===== src/rtl/fma_pkg.sv =====
// Shared types and widths for the FMA multiply request/result interface.
package fma_pkg;

    localparam int MUL_W   = 27;
    localparam int PROD_W  = 54;
    localparam int LAT_MAX = 4;

    typedef struct packed {
        logic             vld;
        logic             id;
        logic [MUL_W-1:0] a;
        logic [MUL_W-1:0] b;
    } mulit;

    typedef struct packed {
        logic              vld;
        logic              id;
        logic [PROD_W-1:0] prod;
    } mulot;

endpackage


===== src/rtl/mul_pipe.sv =====
// LAT-stage 27x27 unsigned multiplier with parallel valid/id shift registers.
// Flush clears every valid bit on the next edge; data registers are left alone.
module mul_pipe
    import fma_pkg::*;
#(
    parameter int LAT = 3
) (
    input  logic clk,
    input  logic rst_n,
    input  logic flush,
    input  mulit op_i,
    output mulot res_o
);

    localparam int PW = (LAT > 1) ? LAT - 1 : 1;

    logic [LAT-1:0]    vld_q, vld_d;
    logic [LAT-1:0]    id_q, id_d;
    logic [MUL_W-1:0]  a_q, a_d;
    logic [MUL_W-1:0]  b_q, b_d;
    logic [PROD_W-1:0] prod_q [PW];
    logic [PROD_W-1:0] prod_d [PW];
    logic [PROD_W-1:0] prod_s1;

    // Operands sit in stage 1; the product is formed there and retimed down the remaining stages.
    assign prod_s1 = PROD_W'(a_q) * PROD_W'(b_q);

    always_comb begin
        vld_d    = '0;
        id_d     = '0;
        vld_d[0] = op_i.vld & ~flush;
        id_d[0]  = op_i.id;
        for (int i = 1; i < LAT; i++) begin
            vld_d[i] = vld_q[i-1] & ~flush;
            id_d[i]  = id_q[i-1];
        end
        a_d       = op_i.vld ? op_i.a : a_q;
        b_d       = op_i.vld ? op_i.b : b_q;
        prod_d[0] = prod_s1;
        for (int i = 1; i < PW; i++) begin
            prod_d[i] = prod_q[i-1];
        end
    end

    always_ff @(posedge clk or negedge rst_n) begin
        if (!rst_n) begin
            vld_q <= '0;
            id_q  <= '0;
            a_q   <= '0;
            b_q   <= '0;
            for (int i = 0; i < PW; i++) begin
                prod_q[i] <= '0;
            end
        end else begin
            vld_q <= vld_d;
            id_q  <= id_d;
            a_q   <= a_d;
            b_q   <= b_d;
            for (int i = 0; i < PW; i++) begin
                prod_q[i] <= prod_d[i];
            end
        end
    end

    assign res_o = '{vld:  vld_q[LAT-1],
                     id:   id_q[LAT-1],
                     prod: (LAT == 1) ? prod_s1 : prod_q[PW-1]};

endmodule


===== src/rtl/mul_srv.sv =====
// Shared-multiplier responder: round-robin arbiter over two requester ports,
// one pipelined multiplier, and per-port result registers that hold between results.
module mul_srv
    import fma_pkg::*;
#(
    parameter int LAT = 3
) (
    input  logic              clk,
    input  logic              reset,
    input  logic              flush,
    input  logic              req0,
    input  logic [MUL_W-1:0]  a0,
    input  logic [MUL_W-1:0]  b0,
    output logic              gnt0,
    output logic              vld0,
    output logic [PROD_W-1:0] out0,
    input  logic              req1,
    input  logic [MUL_W-1:0]  a1,
    input  logic [MUL_W-1:0]  b1,
    output logic              gnt1,
    output logic              vld1,
    output logic [PROD_W-1:0] out1
);

    logic              last_q, last_d;
    logic [PROD_W-1:0] out0_q, out0_d;
    logic [PROD_W-1:0] out1_q, out1_d;
    mulit              op;
    mulot              res;

    // On conflict the port that was not granted most recently wins; no grants while in reset.
    always_comb begin
        gnt0 = 1'b0;
        gnt1 = 1'b0;
        if (reset && !flush) begin
            if (req0 && (!req1 || last_q)) begin
                gnt0 = 1'b1;
            end else if (req1) begin
                gnt1 = 1'b1;
            end
        end
        last_d = last_q;
        if (gnt0) begin
            last_d = 1'b0;
        end else if (gnt1) begin
            last_d = 1'b1;
        end
        op = '{vld: gnt0 | gnt1,
               id:  gnt1,
               a:   gnt1 ? a1 : a0,
               b:   gnt1 ? b1 : b0};
    end

    mul_pipe #(
        .LAT(LAT)
    ) u_pipe (
        .clk  (clk),
        .rst_n(reset),
        .flush(flush),
        .op_i (op),
        .res_o(res)
    );

    // Results are presented in the cycle they leave the final stage, then held.
    always_comb begin
        vld0   = res.vld & ~res.id;
        vld1   = res.vld & res.id;
        out0   = vld0 ? res.prod : out0_q;
        out1   = vld1 ? res.prod : out1_q;
        out0_d = out0;
        out1_d = out1;
    end

    always_ff @(posedge clk or negedge reset) begin
        if (!reset) begin
            last_q <= 1'b1;
            out0_q <= '0;
            out1_q <= '0;
        end else begin
            last_q <= last_d;
            out0_q <= out0_d;
            out1_q <= out1_d;
        end
    end

endmodule


===== config.mk =====
export PLATFORM = sky130hd
export DESIGN_NAME = mul_srv
export DESIGN_NICKNAME = d
export VERILOG_FILES = /design/src/rtl/fma_pkg.sv /design/src/rtl/mul_pipe.sv /design/src/rtl/mul_srv.sv
export SDC_FILE = /design/constraint.sdc
export NUM_CORES = 2
export LEC_CHECK = 0
export CORE_ASPECT_RATIO = 1.5
export CORE_MARGIN = 10
export CORE_UTILIZATION = 50
export CTS_BUF_LIST = sky130_fd_sc_hd__clkbuf_4
export DETAILED_ROUTE_END_ITERATION = 6
export GPL_TIMING_DRIVEN = 1
export PLACE_DENSITY_LB_ADDON = 0.1
export SLEW_MARGIN = 10
export SYNTH_ARGS = -nofsm -noshare
export SYNTH_HDL_FRONTEND = slang
export SYNTH_SLANG_ARGS = --single-unit

===== constraint.sdc =====
create_clock -name clk -period 9.1 [get_ports clk]
set_input_delay 0.91 -clock clk [delete_from_list [all_inputs] [get_ports clk]]
set_output_delay 0.91 -clock clk [all_outputs]
set_load 0.05 [all_outputs]

==> results.cfg <==
[synthesis]
avgSynthCellArea_um2 = 9.786
ys.warnings.count = 0
async_flop_share_pct = 100.0
synth_ff_type = dfrtp_1
synthCells = 3363
synth.net_count = 4293
ys_seq_area_share_pct = 21.07
synth-seq-cells = 277
synth-edff-count = 0
yosysTopAreaCell = fa_1
synth_common_cells = inv_1 (732), fa_1 (624), nand2_1 (592)
synth.area.top_cells = fa_1 (38%), dfrtp_1 (21%), inv_1 (8.3%)
yosysMostFrequentCell = inv_1
synth_cell_type_count = 51
synth_top_area_share_pct = 37.96
synth_area_um2 = 32910

[die]
die_y_um = 334.2
start_util_pct = 50.27
dieArea_um2 = 76690
die_w_um = 229.5
core_area_um2 = 65470
io_pins = 225
rows = 115

[critical_path]
cp-start-kind = flop
critPathKind = flop to flop
r2r_cells = 23
cp.required_ns = 9.77
critPathArrivalTime_ns = 8.46
crit_fanout = 28
critPathCaptureType = flop

[cells_and_area]
ff_latch_area_um2 = 6934
nets = 4450
multiInputGateArea_um2 = 22470
utilization_pct = 56.37
n_fill_cell = 5907
drive_gt1_share_pct = 8.357
area_growth_syn_to_layout_pct = 12.13

[drt]
wl_per_cell_um = 22.24
viasPerCell = 5.348
num_vias = 23790
drt_wl_total_um = 98930
drtAntennaViolNets = 0
drt_iter0_markers = 1375
dr.pass1.iters = 6
post-route-drc-count = 0

[global_routing]
grt_first_pass_wirelength_um = 151400
grt_max_degree = 74
first_global_vias = 26930
grt_remaining_overflow = 0
antenna_found_initial = 3
grtUsageTotal_pct = 26.22

[clock_network]
cts_buffers = 70
cts.sinks = 277
root_buffer = clkbuf_4
clockBufferDepth = 3
cts_setup_buffers = 0
cts_tree = built
clk_latency_ns = 0.91
h-tree-depth = 3
clk_pin_slew_ns = 0.07

[timing]
fmax_ghz = 0.1283
max_slew_margin_pct = 19.62
finalHoldViolCount = 0
worst_slew_pin_slew_ns = 1.206
min_period_over_period_pct = 85.66
report.final.slew_viol_count = 0
rsz0062_at_grt = no
tns_ns = 0
period_needed_ns = 7.795
finalClockSkew_ns = 0.1358
setup_viol = 0

[run_status]
outcome = finished, final reports clean

[placed_design]
portBuffers = 224
dpl.hpwl_um = 80250
gp_congestion = 0.9426

[hold_path]
whs_path_depth = 0
hp-class = flop to flop

[job]
max_cap_viol_count = 0
-- kinds of logic (layout without fill, tap and decap cells) --
group / count (synthesis) / after routing / synth area share [%]
multiplexers: 120 / 120 / 4.060
other: 0 / 5 / 0
buffers and inverters: 941 / 1144 / 10.75
adder cells (fa/ha/maj): 817 / 817 / 45.30
XOR/XNOR: 48 / 48 / 1.277
AND/OR/NAND/NOR: 941 / 941 / 13.13
AO/OA/AOI/OAI: 219 / 219 / 4.422
flip-flops: 277 / 277 / 21.07
-- placed cells by master, fill, tap and decap left out, types with 4 or more instances in the layout --
master / synthesis / final
nand3_1: 13 / 13
xor2_1: 20 / 20
a21o_1: 41 / 41
dfrtp_1: 276 / 275
diode_2: 0 / 5
clkbuf_4: 0 / 97
a21oi_1: 53 / 51
inv_1: 732 / 732
clkdlybuf4s50_1: 0 / 223
o21ai_0: 34 / 34
clkinv_2: 0 / 5
o21bai_1: 8 / 8
ha_1: 193 / 193
clkinv_1: 0 / 9
fa_1: 624 / 624
a31oi_1: 8 / 8
nor3_1: 5 / 5
and2_1: 270 / 270
mux2_2: 108 / 108
buf_4: 0 / 68
mux2i_1: 12 / 12
nand4_1: 12 / 12
xnor2_1: 28 / 28
a211oi_1: 5 / 5
o21a_1: 4 / 4
nand2_1: 592 / 591
a22oi_1: 42 / 42
nor2b_1: 10 / 10
nor2_1: 27 / 26
-- path summary, 6_finish.rpt --
path                                                  start                     endpoint  slack (ns)
worst max-delay path              u_pipe.a_q[6]$_DFFE_PN0N_  u_pipe.prod_d[46]$_DFF_PN0_        1.30
worst min-delay path            u_pipe.prod_d[12]$_DFF_PN0_   u_pipe.res_o[12]$_DFF_PN0_        0.27
worst max register to register    u_pipe.a_q[6]$_DFFE_PN0N_  u_pipe.prod_d[46]$_DFF_PN0_        1.30
worst min register to register  u_pipe.prod_d[12]$_DFF_PN0_   u_pipe.res_o[12]$_DFF_PN0_        0.27
max in group asynchronous                             reset    u_pipe.b_q[0]$_DFFE_PN0N_        5.70
min in group asynchronous                             reset         out1_q[14]$_DFF_PN0_        0.57
-- routing by layer --
layer	part of all wire, %	global-route usage (%)	vias to the layer above
met5	0.0081	0	-
met4	9.4	21.73	2
met3	4.5	3.644	345
met2	56	49.54	825
met1	31	24.51	12380
li1	-	-	10240
-- what timing repair did --
action	in CTS	in global routing
setup endpoints to repair	0	0
hold buffers	1	0
gates resized for setup	0	0
hold endpoints to repair	40	0
-- state kept, by name, summed over array words and instances, names as in the netlist --
register,flops
u_pipe.a_q,27
u_pipe.b_q,27
out0_q,54
u_pipe.prod_d,54
last_q,1
out1_q,54
u_pipe.vld_q,3
u_pipe.id_q,3
u_pipe.res_o,54
-- metrics by stage --
step	hold slack (ns)	instances	instance area [um^2]	worst slack (ns)
CTS	0.2656	4442	36860	0.9377
floorplan	0.3312	3363	32910	2.116
global route	0.2705	4446	36900	0.9743
finish	0.2719	4448	36900	1.305
detailed placement	0.3347	4323	36010	1.068
global placement	0.3315	4323	36010	1.152
-- layout make-up --
type / count / area share, %
antenna: 5 / 0.03391
clock buffer: 97 / 1.973
clock inverter: 21 / 0.3085
inverter: 732 / 7.446
multi-input combinational: 2145 / 60.90
sequential: 277 / 18.79
tap: 877 / 2.973
timing repair buffer: 294 / 7.574
-- critical path: stages, from the launching register on --
cell and delay [ns]:
dfrtp_1 1.14, and2_1 0.26, fa_1 0.45, fa_1 0.52, inv_1 0.05, fa_1 0.49
inv_1 0.06, fa_1 0.40, fa_1 0.50, fa_1 0.55, inv_1 0.05, fa_1 0.47
inv_1 0.04, ha_1 0.43, nand4_1 0.15, nor2_1 0.23, inv_1 0.09, o221a_1 0.25
o31a_1 0.16, a31o_1 0.31, o31a_1 0.39, o31ai_4 0.24, a41oi_1 0.17, xnor2_1 0.15
Power is not shown: default switching activity piles up to over one toggle a cycle in this logic, so the estimate is an artifact.
